==> config.mk <==
export PLATFORM = sky130hd
export DESIGN_NAME = cgol_generation_sequencer
export DESIGN_NICKNAME = d
export VERILOG_FILES = /design/src/rtl/cgol_pkg.sv /design/src/rtl/cgol_row_window.sv /design/src/rtl/cgol_generation_sequencer.sv
export SDC_FILE = /design/constraint.sdc
export NUM_CORES = 1
export LEC_CHECK = 0
export CAP_MARGIN = 20
export CORE_MARGIN = 2
export CORE_UTILIZATION = 59
export CTS_CLUSTER_DIAMETER = 100
export DETAILED_ROUTE_END_ITERATION = 10
export PLACE_DENSITY = 0.88
export SETUP_SLACK_MARGIN = 0.1
export SYNTH_ARGS = -nofsm -noshare
export SYNTH_HDL_FRONTEND = slang
export SYNTH_HIERARCHICAL = 1
export SYNTH_SLANG_ARGS = --single-unit
==> constraint.sdc <==
create_clock -name ph1 -period 3.1 [get_ports ph1]
set_clock_uncertainty 0.15 [all_clocks]
set_input_delay 0.31 -clock ph1 [delete_from_list [all_inputs] [get_ports ph1]]
set_output_delay 0.31 -clock ph1 [all_outputs]
set_load 0.005 [all_outputs]
==> src/rtl/cgol_pkg.sv <==
// Shared types and constants for the Game of Life generation sequencer.
package cgol_pkg;

    localparam int unsigned ROWS  = 8;
    localparam int unsigned COLS  = 8;
    localparam int unsigned ROW_W = $clog2(ROWS);

    typedef logic [COLS-1:0]  row_t;
    typedef logic [ROW_W-1:0] ridx_t;
    typedef row_t [ROWS-1:0]  board_t;

    typedef enum logic [1:0] {
        IDLE   = 2'd0,
        SWEEP  = 2'd1,
        COMMIT = 2'd2
    } seq_state_t;

endpackage

==> src/rtl/cgol_row_window.sv <==
// Selects the centre row and its vertical neighbours for the current sweep row.
// CGOL_TORUS_EN: when defined, rows wrap vertically (torus); otherwise the
// rows beyond the top and bottom edges read as dead.
module cgol_row_window
    import cgol_pkg::*;
(
    input  board_t           board,
    input  logic [ROW_W-1:0] ptr,
    input  logic             en,
    output logic [COLS-1:0]  row_in,
    output logic [COLS-1:0]  row_a,
    output logic [COLS-1:0]  row_b
);

    ridx_t up;
    ridx_t dn;

    // Neighbour indices, wrapped modulo ROWS.
    always_comb begin
        up = (ptr == '0) ? ridx_t'(ROWS - 1) : ptr - 1'b1;
        dn = (ptr == ridx_t'(ROWS - 1)) ? '0 : ptr + 1'b1;
    end

    // Row outputs are only driven during a sweep.
    always_comb begin
        row_in = '0;
        row_a  = '0;
        row_b  = '0;
        if (en) begin
            row_in = board[ptr];
            row_a  = board[up];
            row_b  = board[dn];
`ifndef CGOL_TORUS_EN
            if (ptr == '0) begin
                row_a = '0;
            end
            if (ptr == ridx_t'(ROWS - 1)) begin
                row_b = '0;
            end
`endif
        end
    end

endmodule

==> src/rtl/cgol_generation_sequencer.sv <==
// Holds the 8x8 Life board, sweeps it row by row through decoder_top and
// commits the next generation in one cycle. Vertical wrap is selected by
// CGOL_TORUS_EN (see cgol_row_window).
module cgol_generation_sequencer
    import cgol_pkg::*;
#(
    parameter int unsigned GEN_W = 16
) (
    input  logic             ph1,
    input  logic             reset,
    input  logic             load_en,
    input  logic [ROW_W-1:0] load_addr,
    input  logic [COLS-1:0]  load_data,
    input  logic             step,
    output logic [COLS-1:0]  row_in,
    output logic [COLS-1:0]  row_a,
    output logic [COLS-1:0]  row_b,
    input  logic [COLS-1:0]  row_out,
    input  logic [ROW_W-1:0] disp_addr,
    output logic [COLS-1:0]  disp_row,
    output logic             busy,
    output logic             done,
    output logic             stable,
    output logic [GEN_W-1:0] gen_count
);

    seq_state_t       state_q, state_d;
    board_t           board_q;
    board_t           shadow_q;
    ridx_t            ptr_q;
    logic             done_q;
    logic             stable_q;
    logic [GEN_W-1:0] gen_q;
    logic             win_en;

    // State register.
    always_ff @(posedge ph1 or negedge reset) begin
        if (!reset) begin
            state_q <= IDLE;
        end else begin
            state_q <= state_d;
        end
    end

    // Next-state logic: step only starts a sweep from IDLE.
    always_comb begin
        state_d = state_q;
        unique case (state_q)
            IDLE:    if (step) state_d = SWEEP;
            SWEEP:   if (ptr_q == ridx_t'(ROWS - 1)) state_d = COMMIT;
            COMMIT:  state_d = IDLE;
            default: state_d = IDLE;
        endcase
    end

    // FSM-decoded outputs.
    always_comb begin
        busy   = (state_q != IDLE);
        win_en = (state_q == SWEEP);
    end

    // Board, shadow buffer, row pointer and generation bookkeeping.
    always_ff @(posedge ph1 or negedge reset) begin
        if (!reset) begin
            board_q  <= '0;
            shadow_q <= '0;
            ptr_q    <= '0;
            done_q   <= 1'b0;
            stable_q <= 1'b0;
            gen_q    <= '0;
        end else begin
            done_q <= 1'b0;
            unique case (state_q)
                IDLE: begin
                    if (load_en) begin
                        board_q[load_addr] <= load_data;
                    end
                    ptr_q <= '0;
                end
                SWEEP: begin
                    // Board stays untouched so every row sees the old generation.
                    shadow_q[ptr_q] <= row_out;
                    ptr_q           <= (ptr_q == ridx_t'(ROWS - 1)) ? '0 : ptr_q + 1'b1;
                end
                COMMIT: begin
                    board_q  <= shadow_q;
                    stable_q <= (shadow_q == board_q);
                    gen_q    <= gen_q + 1'b1;
                    done_q   <= 1'b1;
                end
                default: ;
            endcase
        end
    end

    cgol_row_window u_window (
        .board  (board_q),
        .ptr    (ptr_q),
        .en     (win_en),
        .row_in (row_in),
        .row_a  (row_a),
        .row_b  (row_b)
    );

    // Display read port and registered status outputs.
    always_comb begin
        disp_row  = board_q[disp_addr];
        done      = done_q;
        stable    = stable_q;
        gen_count = gen_q;
    end

endmodule

* Yosys cells after proc, flatten, opt, wreduce, memory -nomap -nowiden
Index checks and enable logic that the tools add are counted.
** Word-level totals
- Input bits :: 26
- Register bits :: 151
- Output and inout bits :: 51
- Word-level logic and storage cells :: 75
** Operators by class
- Mux-type cells :: 28
- Reduce and logical (&&, ||, !) cells :: 9
- Equality and inequality tests :: 7
- Add/sub/neg operators :: 3
- Magnitude comparators :: 7
** Operators with widths (count)
- 64-bit bitwise mux :: 2
- 64-bit one-hot mux with 2 select lines :: 1
- 8-bit binary-select mux with 3-bit select :: 4
- 8-bit two-way mux :: 11
- 64-bit equality test :: 1
- 64-bit two-way mux :: 1
- 8-bit demux with 3-bit select :: 2
- 3-bit by 4-bit < comparator with 1-bit output, second input constant :: 5
- 16-bit by 1-bit adder with 16-bit output, second input constant :: 1
- 3-bit by 1-bit >= comparator with 1-bit output, second input constant :: 2
- 3-bit two-way mux :: 2
- 2-bit inequality test, second input constant :: 3
- 3-bit one-hot mux with 2 select lines :: 1
- 2-bit nonzero test :: 3
- 2-bit two-way mux :: 2
- 2-bit one-hot mux with 2 select lines :: 1
- 2-bit AND reduction :: 2
- 3-bit by 1-bit adder with 3-bit output, second input constant :: 1
- 3-bit equality test, second input constant :: 1
- 3-bit logical NOT :: 1
- 3-bit by 1-bit subtractor with 3-bit output, second input constant :: 1
- 2-bit by 1-bit equality test with 1-bit output, second input constant :: 1
- 2-bit equality test, second input constant :: 1
- 1-bit logical AND :: 2
- other kinds (2) :: 2

* Depth between registers and ports, before layout
- Depth after elaboration :: 7
- Depth in mapped cells :: 12
- Gate-level depth less buffers :: 6

* Cells and area by module
Netlist, hierarchy kept.
** By module, submodules not included
- cgol_generation_sequencer :: times used 1, sequential area each 3778.6 um2, area an instance 7658.6 um2, cells an instance 650
- cgol_row_window :: times used 1, sequential area each 0.0 um2, area an instance 1968.1 um2, cells an instance 226

* Least setup slack after synthesis
OpenSTA, ideal clock, no wires.
- Path type :: register to output
- Start :: reg ptr_q[0]
- End :: out row_b[2]
- Required time :: 2640 ps
- Stages on the path, launching flop included :: 11
- Path buffers :: 5
- Slack :: 392 ps
- Arrival :: 2248 ps
- Path through :: dfrtp_1 > buf_6 > buf_4 > inv_2 > buf_2 > ha_1 > buf_2 > clkbuf_1 > mux4_2 > mux2i_1 > nor2_1
** On the way
- Cells in the longest elaborated chain, start to end :: 6
- Elaborated cells on any way between the ends :: 7
- Classes of those cells :: add/sub (1); eq/ne (1); mux (5)
** Ends and longest elaborated chain
- from (decl) :: RTL line cgol_generation_sequencer.sv:30 : ridx_t ptr_q;
- from (signal assigned) :: RTL line cgol_generation_sequencer.sv:83 : ptr_q <= (ptr_q == ridx_t'(ROWS - 1)) ? '0 : ptr_q + 1'b1;
- 3-bit by 1-bit adder with 3-bit output or 3-bit equality test (tied branches) :: RTL line cgol_row_window.sv:21, cgol_row_window.sv:37
- 3-bit two-way mux :: RTL line cgol_row_window.sv:21 : dn = (ptr == ridx_t'(ROWS - 1)) ? '0 : ptr + 1'b1;
- 8-bit binary-select mux with 3-bit select :: RTL line cgol_row_window.sv:32 : row_b = board[dn];
- 8-bit two-way mux (not written as such) :: RTL line cgol_row_window.sv:32
- 8-bit two-way mux (*) :: RTL line cgol_row_window.sv:37 : if (ptr == ridx_t'(ROWS - 1)) begin
- 8-bit two-way mux (*) :: RTL line cgol_row_window.sv:29 : if (en) begin
- to (decl) :: RTL line cgol_generation_sequencer.sv:17 : output logic [COLS-1:0] row_b,
Every way passes the cells marked *; elsewhere a longest branch is shown, timed or not. The select of a mux whose other input is x is not followed.

* Worst setup path after layout
- Start :: reg ptr_q[0]
- End :: out row_a[2]
** On the way
- Cells in the longest elaborated chain, start to end :: 6
- Elaborated cells on any way between the ends :: 7
- Classes of those cells :: add/sub (1); mux (5); reduce/logical (1)
** Ends and longest elaborated chain
- 3-bit by 1-bit subtractor with 3-bit output or 3-bit logical NOT (tied branches) :: RTL line cgol_row_window.sv:20, cgol_row_window.sv:34
- 3-bit two-way mux :: RTL line cgol_row_window.sv:20 : up = (ptr == '0) ? ridx_t'(ROWS - 1) : ptr - 1'b1;
- 8-bit binary-select mux with 3-bit select :: RTL line cgol_row_window.sv:31 : row_a = board[up];
- 8-bit two-way mux (not written as such) :: RTL line cgol_row_window.sv:31
- 8-bit two-way mux (*) :: RTL line cgol_row_window.sv:34 : if (ptr == '0) begin
- 8-bit two-way mux (*) :: RTL line cgol_row_window.sv:29
- to (decl) :: RTL line cgol_generation_sequencer.sv:16 : output logic [COLS-1:0] row_a,
Marks and branches as above.

==> metrics.txt <==
DRC Markers=0; Synth Register Bits=151; cts bufs inserted=17; CTS tree=built; Layout Utilization=0.722; Post-Synth Adder-Cell Area=0.00910; Crit path required time=2640 ps; Final Cycle Share=0.993; Yosys warning count=6; vias=7945; DR iter-0 viols=1211; DR top layer=met4; Max FO, Critical Path=17; critical path launch point type=register; worst path bufs/invs=5; die width=132 µm; total die area=0.0174 mm²; Root Driver=clkbuf_16; first-pass GRT wire length=44100 µm; diodes inserted=0; worst stage delay on the critical path=500 ps; total track usage=0.327; Tmin final=3080 ps; site row count=46; wire length on met1=10600 µm; Starting Density=0.604; total power=0.0140 W; Post-Syn Area=0.00963 mm²; met3 WL post-DR=3270 µm; CP delay by family, top=buffers and inverters; status=finished clean; Max Buffers Root-to-Sink=2; area grow syn2layout=19.6%; syn avg cell area=11.0 µm²; Hold Path Class=in2reg; PortBufs=76; Max-Cap Viols=0; nets=980; Synthesized Nets=909; complex-gate fraction of the synthesized area=0.0812; DR vias/cell=6.76; pwr/cell area=1220 mW/mm²; clk_lat worst skew=430 ps; Peak Freq=325 MHz; global placement routability congestion=0.955; WL met2=13400 µm; count of final max-slew check failures=0; asr flop ratio synth=1.00; most frequent cells in the layout=dfrtp_1, nand2_1, mux2i_1; largest net degree at the start of global routing=79; Seq pwr share=0.316; CTS H-tree depth=4; largest family of logic cells by synthesized area=multiplexers; multiplexer share of the synthesized area=0.279; Final ANT Viol Nets=0; WL/cell=24.1 µm; switching share of power=0.411; clk sink count=151; Post-Synth Simple-Gate Area=0.138; Distinct cells, synth=55; Least-Margin Pin Slew=762 ps; endpoint kind of the worst setup timing path=output port; kind of critical path=reg2out; sequential fraction of the synthesis area=0.393; proportion of layout cells with a drive suffix above 1=0.246; Chip Height=132 µm; Detailed Place HPWL=18600 µm; xor-xnor portion of the synthesized cell area=0.0637; Clk pwr share=0.153; Pleak=4.55 nW; maximum vdd drop=0.666 mV; Worst-path clk slew=60 ps; Critical Path AT=2620 ps; Routed Wire Length=28300 µm; Slowest-stage cell, CP=clkdlybuf4s50_1; RSZ-0062 raised after global routing=true; io pins=77; grt total ovfl=0; Post-Synthesis Cells=876; vias in the first global route=7723; final setup fails=0; Primary FF master, synth=dfrtp_1; CP Cell Sequence=buf_4 > inv_2 > buf_6 > ha_4 > nand2_1 > nor3_2 > buf_4 > o22ai_1 > nand2_1 > clkdlybuf4s50_1; Fin. Hold Viols=0; Internal=0.00828 W; most common cell after layout, fill and taps aside=dfrtp_1; antenna violations before repair=0; number of enable flip-flop cells after synthesis=0; Slew headroom=0.490; core area=0.0159 mm²; combinational share of power=0.531; Switch Pwr=0.00577 W; Pre-antenna DRT Iters=7
## power by group through the flow
stage / clock network [W] / registers [W] / logic (W)
after global placement: 0 / 0.00421 / 0.00643
final: 0.00215 / 0.00443 / 0.00746
after CTS: 0.00215 / 0.00431 / 0.00705
after global routing: 0.00225 / 0.00451 / 0.00794
after floorplan: 0 / 0.00374 / 0.00480
after detailed placement: 0 / 0.00430 / 0.00665
## Yosys cell counts, drive strengths merged, types with 2 or more instances
library cell  count  area [µm²]
a22oi            18         135
xnor2            54         473
nand3             6        35.0
xor2             16         140
o22ai            20         125
nand3b            2        22.5
nand2b           39         244
nor4              8        80.1
ha                7        87.6
a211oi           16         120
mux2             69         777
nor3              8        78.8
nor2b            11        68.8
mux2i            80         801
nor3b             3        45.1
buf              35         201
clkbuf           28         106
and3              4        25.0
dfrtp           151        3780
mux4             48        1110
inv              12        45.0
nand4            17         106
nor2             17        90.1
o21ai            69         345
nand2           125         477
## sequential cells by signal (all words and copies together) (netlist names)
name,flops
stable,1
state_q,2
ptr_q,3
shadow_q,64
gen_count,16
done,1
board_q,64
## what timing repair did
action	CTS	global route
hold endpoints to repair	67	0
hold buffers	1	0
gates cloned	2	1
gates resized for setup	39	37
buffers inserted	6	8
endpoints found under the setup margin	16	17
pin swaps	3	11
## worst paths after layout
| kind | startpoint | to | slack, ps | cells past startpoint |
|---|---|---|---|---|
| worst min register to register | gen_count[15] | gen_count[15] | 320 | 1 |
| worst min-delay path | step | state_q[0] | 300 | 3 |
| worst max register to register | state_q[1] | shadow_q[49] | 650 | 5 |
| min in group asynchronous | reset | done | 310 | 2 |
| max in group asynchronous | reset | board_q[46] | 1790 | 3 |
| worst max-delay path | ptr_q[0] | row_a[2] | 20 | 10 |
## per-layer routing
layer	global-route usage	vias to the layer above
li1	-	3315
met5	0	-
met1	0.438	3869
met2	0.530	658
met3	0.0600	103
met4	0.139	0
## through the flow
step                worst slack (ps)  hold WS, ps  instances  setup TNS, ps  area [µm²]
detailed placement               111          198       1126              0       10600
global placement                 203          202       1126              0       10600
CTS                             19.3          300       1167              0       11400
global route                   -78.0          332       1176          -78.0       11500
floorplan                        392         -136        876              0        9630
finish                          21.2          300       1176              0       11500
## cell families after synthesis
family                   Yosys count
adder cells (fa/ha/maj)            7
multiplexers                     197
XOR/XNOR                          70
flip-flops                       151
AO/OA/AOI/OAI                    130
buffers and inverters             75
AND/OR/NAND/NOR                  246
## final cells by class
| class | count | area (µm²) |
|---|---|---|
| clock buffers | 19 | 443 |
| clock inverters | 13 | 170 |
| fillers | 1018 | 4430 |
| inverters | 12 | 45.0 |
| multi-input cells | 650 | 5610 |
| flip-flops and latches | 151 | 3780 |
| well taps | 216 | 270 |
| repair buffers | 115 | 1190 |
## worst min-delay path: stages
cell and delay, ps:
clkdlybuf4s50_1 400, nand2b_1 70, a21oi_1 60
No activity file was read; power rests on OpenSTA's default activity.
